--- src/rtl/simple_uart_rx_if.sv ---
// Receiver-side signal bundle: serial pin in, byte plus status strobes out.
// The slave modport belongs to the receiver; the master modport belongs to the line driver/consumer.
interface simple_uart_rx_if;
    logic       rx_bit;
    logic [7:0] rx_value;
    logic       rx_value_ready;
    logic       rx_frame_error;
    logic       rx_busy;

    modport slave (
        input  rx_bit,
        output rx_value,
        output rx_value_ready,
        output rx_frame_error,
        output rx_busy
    );

    modport master (
        output rx_bit,
        input  rx_value,
        input  rx_value_ready,
        input  rx_frame_error,
        input  rx_busy
    );
endinterface

--- src/rtl/simple_uart_rx.sv ---
// 8N1 UART receiver, LSB first, oversampled with a prescaled tick.
// Emits a one-cycle ready strobe per good frame, or a one-cycle frame-error strobe.
module simple_uart_rx #(
    parameter int SYSTEM_FREQ = 50_000_000,
    parameter int BAUD_RATE   = 9600,
    parameter int OVERSAMPLE  = 16
) (
    input  logic             clock,
    input  logic             srst,
    simple_uart_rx_if.slave  bus
);
    localparam int TICK_DIV = SYSTEM_FREQ / (BAUD_RATE * OVERSAMPLE);
    localparam int PW       = (TICK_DIV > 1) ? $clog2(TICK_DIV) : 1;
    localparam int TW       = $clog2(OVERSAMPLE);

    localparam logic [PW-1:0] PRESC_MAX = PW'(TICK_DIV - 1);
    localparam logic [TW-1:0] TCNT_MAX  = TW'(OVERSAMPLE - 1);
    localparam logic [TW-1:0] TCNT_MID  = TW'(OVERSAMPLE / 2 - 1);

    generate
        if (TICK_DIV < 1) begin : g_bad_tick_div
            $error("simple_uart_rx: SYSTEM_FREQ too low for BAUD_RATE*OVERSAMPLE");
        end
        if ((OVERSAMPLE < 4) || (OVERSAMPLE % 2 != 0)) begin : g_bad_oversample
            $error("simple_uart_rx: OVERSAMPLE must be even and >= 4");
        end
    endgenerate

    typedef enum logic [2:0] {
        S_IDLE,
        S_START,
        S_DATA,
        S_STOP,
        S_BREAK
    } state_t;

    state_t          state_q, state_d;
    logic            sync1_q, rxs_q;
    logic [PW-1:0]   presc_q, presc_d;
    logic [TW-1:0]   tcnt_q, tcnt_d;
    logic [2:0]      bitcnt_q, bitcnt_d;
    logic [7:0]      shift_q, shift_d;
    logic [7:0]      value_q, value_d;
    logic            ready_q, ready_d;
    logic            ferr_q, ferr_d;
    logic            tick;

    // Two-flop synchroniser; resets to the idle line level so reset never fakes a start edge.
    always_ff @(posedge clock) begin
        if (srst) begin
            sync1_q <= 1'b1;
            rxs_q   <= 1'b1;
        end else begin
            sync1_q <= bus.rx_bit;
            rxs_q   <= sync1_q;
        end
    end

    assign tick = (presc_q == PRESC_MAX);

    always_ff @(posedge clock) begin
        if (srst) begin
            state_q  <= S_IDLE;
            presc_q  <= '0;
            tcnt_q   <= '0;
            bitcnt_q <= '0;
            shift_q  <= '0;
            value_q  <= '0;
            ready_q  <= 1'b0;
            ferr_q   <= 1'b0;
        end else begin
            state_q  <= state_d;
            presc_q  <= presc_d;
            tcnt_q   <= tcnt_d;
            bitcnt_q <= bitcnt_d;
            shift_q  <= shift_d;
            value_q  <= value_d;
            ready_q  <= ready_d;
            ferr_q   <= ferr_d;
        end
    end

    always_comb begin
        state_d  = state_q;
        presc_d  = tick ? '0 : presc_q + PW'(1);
        tcnt_d   = tcnt_q;
        bitcnt_d = bitcnt_q;
        shift_d  = shift_q;
        value_d  = value_q;
        ready_d  = 1'b0;
        ferr_d   = 1'b0;

        unique case (state_q)
            S_IDLE: begin
                // Restart the prescaler so every later sample is phase-locked to this edge.
                if (!rxs_q) begin
                    state_d = S_START;
                    presc_d = '0;
                    tcnt_d  = '0;
                end
            end
            S_START: begin
                if (tick) begin
                    if (tcnt_q == TCNT_MID) begin
                        if (!rxs_q) begin
                            state_d  = S_DATA;
                            tcnt_d   = '0;
                            bitcnt_d = '0;
                        end else begin
                            state_d = S_IDLE;
                        end
                    end else begin
                        tcnt_d = tcnt_q + TW'(1);
                    end
                end
            end
            S_DATA: begin
                if (tick) begin
                    if (tcnt_q == TCNT_MAX) begin
                        tcnt_d   = '0;
                        shift_d  = {rxs_q, shift_q[7:1]};
                        bitcnt_d = bitcnt_q + 3'd1;
                        if (bitcnt_q == 3'd7) begin
                            state_d = S_STOP;
                        end
                    end else begin
                        tcnt_d = tcnt_q + TW'(1);
                    end
                end
            end
            S_STOP: begin
                // Leave at mid-stop so a start edge right after the stop bit is not missed.
                if (tick) begin
                    if (tcnt_q == TCNT_MAX) begin
                        tcnt_d = '0;
                        if (rxs_q) begin
                            value_d = shift_q;
                            ready_d = 1'b1;
                            state_d = S_IDLE;
                        end else begin
                            ferr_d  = 1'b1;
                            state_d = S_BREAK;
                        end
                    end else begin
                        tcnt_d = tcnt_q + TW'(1);
                    end
                end
            end
            S_BREAK: begin
                if (rxs_q) begin
                    state_d = S_IDLE;
                end
            end
            default: begin
                state_d = S_IDLE;
            end
        endcase
    end

    assign bus.rx_value       = value_q;
    assign bus.rx_value_ready = ready_q;
    assign bus.rx_frame_error = ferr_q;
    assign bus.rx_busy        = (state_q != S_IDLE);

endmodule

--- src/flat_wrapper.sv ---
// flat-port wrapper written by rule: the top's interface ports become plain ports
module simple_uart_rx_flat 
#(
    parameter int SYSTEM_FREQ = 50_000_000,
    parameter int BAUD_RATE   = 9600,
    parameter int OVERSAMPLE  = 16
)
  (clock, srst, bus_rx_bit, bus_rx_value, bus_rx_value_ready, bus_rx_frame_error, bus_rx_busy);
  simple_uart_rx_if bus_i ();
  input  logic clock;
  input  logic srst;
  input wire logic [$bits(bus_i.rx_bit)-1:0] bus_rx_bit;
  output wire logic [$bits(bus_i.rx_value)-1:0] bus_rx_value;
  output wire logic [$bits(bus_i.rx_value_ready)-1:0] bus_rx_value_ready;
  output wire logic [$bits(bus_i.rx_frame_error)-1:0] bus_rx_frame_error;
  output wire logic [$bits(bus_i.rx_busy)-1:0] bus_rx_busy;
  assign bus_i.rx_bit = bus_rx_bit;
  assign bus_rx_value = bus_i.rx_value;
  assign bus_rx_value_ready = bus_i.rx_value_ready;
  assign bus_rx_frame_error = bus_i.rx_frame_error;
  assign bus_rx_busy = bus_i.rx_busy;
  simple_uart_rx #(.SYSTEM_FREQ(SYSTEM_FREQ), .BAUD_RATE(BAUD_RATE), .OVERSAMPLE(OVERSAMPLE)) u_core (.clock(clock), .srst(srst), .bus(bus_i));
endmodule
--- config.mk ---
export PLATFORM = sky130hd
export DESIGN_NAME = simple_uart_rx_flat
export DESIGN_NICKNAME = d
export VERILOG_FILES = /design/src/rtl/simple_uart_rx_if.sv /design/src/rtl/simple_uart_rx.sv /design/src/flat_wrapper.sv
export SDC_FILE = /design/constraint.sdc
export NUM_CORES = 1
export LEC_CHECK = 0
export ABC_AREA = 1
export CAP_MARGIN = 15
export CORE_MARGIN = 2
export CORE_UTILIZATION = 60
export CTS_BUF_LIST = sky130_fd_sc_hd__clkbuf_8
export DETAILED_ROUTE_END_ITERATION = 10
export PLACE_DENSITY = 0.9
export SYNTH_ARGS = -nofsm -noshare
export SYNTH_HDL_FRONTEND = slang
export SYNTH_SLANG_ARGS = --single-unit
--- constraint.sdc ---
create_clock -name clock -period 1.7 [get_ports clock]
set_input_delay 0.34 -clock clock [delete_from_list [all_inputs] [get_ports clock]]
set_output_delay 0.34 -clock clock [all_outputs]
set_load 0.02 [all_outputs]
# Word-level counts from Yosys, hierarchy flattened
# Cells that the tools add are included.
[op_classes]
bitwise = 3
n_reduce_logical = 11
eq_ne = 19
n_addsub = 3
n_mux = 29
[ops]
columns = ["operator", "count"]
rows = [
  ["2-to-1 mux 3 bit", 15],
  ["2-to-1 mux 9 bit", 3],
  ["2-to-1 mux 4 bit", 5],
  ["!= test 2 x 1 -> 1 bit (second input constant)", 9],
  ["one-hot mux 3 bit (5 select lines)", 1],
  ["one-hot mux 4 bit (3 select lines)", 1],
  ["adder 9 x 1 -> 9 bit (second input constant)", 1],
  ["equality test 9 bit (second input constant)", 1],
  ["AND reduction 9 bit", 1],
  ["equality test 3 x 2 -> 1 bit (second input constant)", 2],
  ["equality test 3 bit (second input constant)", 2],
  ["one-hot mux 3 bit (2 select lines)", 1],
  ["AND reduction 3 bit", 2],
  ["AND reduction 6 bit", 1],
  ["nonzero test 3 bit", 2],
  ["adder 4 x 1 -> 4 bit (second input constant)", 1],
  ["equality test 4 x 3 -> 1 bit (second input constant)", 1],
  ["equality test 4 bit (second input constant)", 1],
  ["!= test 2 bit (second input constant)", 2],
  ["AND reduction 4 bit", 1],
  ["OR reduction 4 bit", 1],
  ["adder 3 x 1 -> 3 bit (second input constant)", 1],
  ["equality test 3 x 1 -> 1 bit (second input constant)", 1],
  ["zero test 3 bit", 1],
  ["other kinds (5)", 8],
]
[totals]
in_bits = 3
word_cells = 75
out_inout_bits = 11
regBits = 39

# Depth between registers and ports, before layout
[logic_depth]
word_depth = 5
ltp_mapped = 11

# Worst setup path after synthesis
# OpenSTA, ideal clock, no wires.
[synth_timing]
path_type = "flip-flop to flip-flop"
startpoint = "reg u_core.tcnt_q[1]"
endpoint = "reg u_core.state_q[2]"
slack_ps = 264
t_arrival_ps = 1321
stages_incl_launch_ff = 11
setup_time_ps = 115
path_buffers = 0
path_cell_list = "dfxtp_1 ha_1 nand2_2 nor2_1 nor2_2 inv_2 nand2_4 nor2_4 nand3_1 nand2_1 nor2_1"
[synth_between]
elab_chain_len = 3
elab_cells_between_ends = 6
classes_between = "5 x eq/ne; 1 x reduce/logical"
[synth_lines]
columns = ["item", "line_no", "rtl"]
rows = [
  ["start, declared", "simple_uart_rx.sv:40", "logic [TW-1:0] tcnt_q, tcnt_d;"],
  ["start signal, assigned", "simple_uart_rx.sv:74", "tcnt_q <= tcnt_d;"],
  ["equality test 4 bit or equality test 4 x 3 -> 1 bit (tied branches)", "simple_uart_rx.sv:119, simple_uart_rx.sv:134, simple_uart_rx.sv:104", ""],
  ["!= test 2 x 1 -> 1 bit (no source line)", "n/a", ""],
  ["AND reduction 9 bit (no source line) *", "n/a", ""],
  ["end signal, assigned", "simple_uart_rx.sv:72", "state_q <= state_d;"],
  ["end, declared", "simple_uart_rx.sv:37", "state_t state_q, state_d;"],
]
# Every way passes the cells marked *; elsewhere a longest branch is shown, timed or not.
# A chain may end at the register's enable or synchronous reset.

# Worst setup path after layout
[layout_timing]
startpoint = "reg u_core.state_q[0]"
endpoint = "out bus_rx_busy"
[layout_between]
elab_chain_len = 1
[layout_lines]
columns = ["item", "line_no", "rtl"]
rows = [
  ["nonzero test 3 bit", "simple_uart_rx.sv:163", "assign bus.rx_busy = (state_q != S_IDLE);"],
  ["end, declared", "flat_wrapper.sv:16", "output wire logic [$bits(bus_i.rx_busy)-1:0] bus_rx_busy;"],
]
# No other way between the ends.

==> reports/results.tsv <==
metric	value	unit
hold_depth	1	
wl_met2	1.779	mm
ys_ff_latch	39	
cts_tree	done	
vias	1577	
crit_buf_inv	1	
syn_avg_cell_area	8.005	um^2
dpl.cell_count	299	
drc	0	
die_area	3656	um^2
drive_gt1_frac	0.2197	
power_leakage	0.9045	nW
final_cell_count_no_fill	308	
r2r_start	u_core.tcnt_q[1]$_SDFFE_PP0P_	
setup_viol	0	
synth.distinct_cells	32	
syn_area	1913	um^2
fmax	621.8	MHz
first_global_vias	1350	
cts_root_buffer	clkbuf_8	
dr.pass1.iters	4	
synthCells	239	
wire_per_inst	11.77	um
cts_buffers	5	
core.rowCount	20	
hpwl	2.558	mm
drv_slew	0	
io_buffers	13	
reg2reg_slack	120	ps
htreeDepth	2	
drv_cap	0	
fp.dieW	60.47	um
cp-start-kind	register	
numClockSinks	39	
min_period	1608	ps
area_growth	17.72	%
totalWireLength	3.625	mm
syn_nets	247	
status	complete, no violations	
path_cells	nor2_1 > nand2_2 > dlygate4sd2_1	
ant_nets	0	
cp-end-kind	primary output	
setup_tns	0	ps
slew_headroom	0.6777	
clk_pin_slew	70	ps
met3_length	158	um
min_from	u_core.sync1_q$_SDFF_PP1_	
cpPeakStageDelay	360	ps
core	3053	um^2
overflow	0	
hp-class	reg -> reg	
yosys_warnings	0	
drt_iter0_markers	87	
min_to	u_core.rxs_q$_SDFF_PP1_	
period_share	0.9461	
multi_input_area	998.5	um^2
clk_latency	290	ps
finClkSkew	7.477	ps
worstMarginPinSlew	478.4	ps
ys_seq_area_frac	0.4081	
reg2reg_to	u_core.bitcnt_q[0]$_SDFFE_PP0P_	
r2r_cells	11	
grt_use_total	0.2231	
layout.nets	272	
critPathTopFamily	flip-flops	
ir_worst_vdd	0.7765	mV
grt_max_degree	25	
arrival	1270	ps
cp_slowest_cell	dfxtp_2	
die_h	60.47	um
worstPathRequired	1360	ps
hold_viol_final	0	
power_density	1267	nW/um^2
clock_path_buffers	2	
routabilityCongestion	0.8635	
ioPinCount	14	
ff_latch_area	784.5	um^2
highest_layer	met4	
ctsHoldBuffers	0	
antenna_found_initial	0	
cp_max_fo	6	
vias_per_cell	5.120	
antenna_cells	0	
grt_pass1_wl	5.906	mm
n_fill_cell	233	
critical_path_class	reg -> out	
initial_core_util	0.6266	
startpoint	u_core.state_q[0]$_SDFFE_PP0P_	
m1WireLength	1.651	mm
layout by cell type, fill, tap and decap left out, types with 2 or more instances in the layout:
cell and count:
nand2_2 5, nor3b_1 2, nor2_4 7, inv_1 20, nand2_4 4, buf_4 10, nor2_8 2, clkdlybuf4s50_1 12
inv_2 6, or2_2 2, o211ai_1 2, clkbuf_8 5, dfxtp_1 36, a31oi_1 2, o21ai_0 14, nor2_1 32
o21ai_1 4, dfxtp_2 3, ha_1 4, nand2_1 35, nor3_1 3, xor2_1 5, a21oi_2 3, o21ai_2 3
nand3_1 10, a21oi_1 22
cell families after synthesis:
| kind of cell | Yosys count | synth area share |
|---|---|---|
| AOI/OAI and AO/OA | 51 | 0.1530 |
| xor gates and xnor gates | 5 | 0.02289 |
| and+or+nand+nor | 107 | 0.3067 |
| DFF | 39 | 0.4081 |
| buffers and inverters | 32 | 0.07652 |
| adders and majority gates | 5 | 0.03270 |
state kept, by name (all words and copies together), names as in the netlist:
signal	count
u_core.bitcnt_q	3
u_core.bus.rx_value	8
u_core.presc_q	9
u_core.tcnt_q	4
u_core.bus.rx_frame_error	1
u_core.state_q	3
u_core.shift_q	8
u_core.bus.rx_value_ready	1
u_core.rxs_q	1
u_core.sync1_q	1
cells in the mapped netlist:
cell,number,area share
dfxtp_1,39,0.41
nand2_1,35,0.069
nor2_1,32,0.063
a21oi_1,22,0.058
inv_1,20,0.039
o21ai_0,14,0.037
nand3_1,10,0.026
nor2_4,7,0.041
inv_2,6,0.012
ha_1,5,0.033
nand2_2,5,0.016
xor2_1,5,0.023
nand2_4,4,0.024
o21ai_1,4,0.010
a21oi_2,3,0.014
buf_6,3,0.018
nor3_1,3,0.0078
o21ai_2,3,0.014
a31oi_1,2,0.0065
nor2_8,2,0.021
nor3b_1,2,0.0078
o211ai_1,2,0.0078
or2_2,2,0.0065
buf_2,1,0.0026
clkbuf_1,1,0.0020
inv_4,1,0.0033
nand3_2,1,0.0052
nand3_4,1,0.0092
nand3b_1,1,0.0039
nand4_1,1,0.0033
nor2_2,1,0.0033
o211ai_2,1,0.0065
final cells by class:
type,count,share of cell area
clock buffer,5,0.03056
clock inverter,2,0.01667
inverter,27,0.04611
multi-input combinational,168,0.4433
sequential,39,0.3483
tap,44,0.02444
timing repair buffer,23,0.09056
power breakdown:
part | switching, mW | internal, mW | leakage (nW)
registers | 0.0731 | 0.977 | 0.317
clock network | 0.317 | 0.429 | 0.0502
logic | 0.684 | 0.374 | 0.537
per-stage QoR:
stage	util	setup WS (ps)	hold WS, ps	power (mW)	area, um^2
floorplan	-	264.4	389.5	1.879	1913
global placement	0.6930	154.9	406.5	2.102	2116
detailed placement	0.6930	83.37	400.1	2.120	2116
CTS	0.7279	72.39	425.8	2.866	2222
global route	0.7377	-1.456	438.2	3.020	2252
finish	0.7377	91.69	423.4	2.853	2252
timing repair:
action | CTS | global route
buffers inserted | 0 | 2
resized for setup | 2 | 4
pin swaps | 0 | 4
setup endpoints to repair | 1 | 7
worst max path at each step:
| stage | to | slack [ps] | cells after the start |
|---|---|---|---|
| after floorplan | u_core.state_q[2]$_SDFFE_PP0P_ | 260 | 10 |
| after global placement | bus_rx_busy | 150 | 3 |
| after detailed placement | u_core.bitcnt_q[0]$_SDFFE_PP0P_ | 80 | 11 |
| after CTS | u_core.bitcnt_q[0]$_SDFFE_PP0P_ | 70 | 11 |
| after global routing | bus_rx_busy | -1 | 3 |
| final | bus_rx_busy | 90 | 3 |
metal layers:
layer,GRT usage,up-vias
met5,0,-
met4,0.06522,0
met3,0.08316,3
met2,0.3680,33
met1,0.2745,721
li1,-,820
No activity file was read; power rests on OpenSTA's default activity.
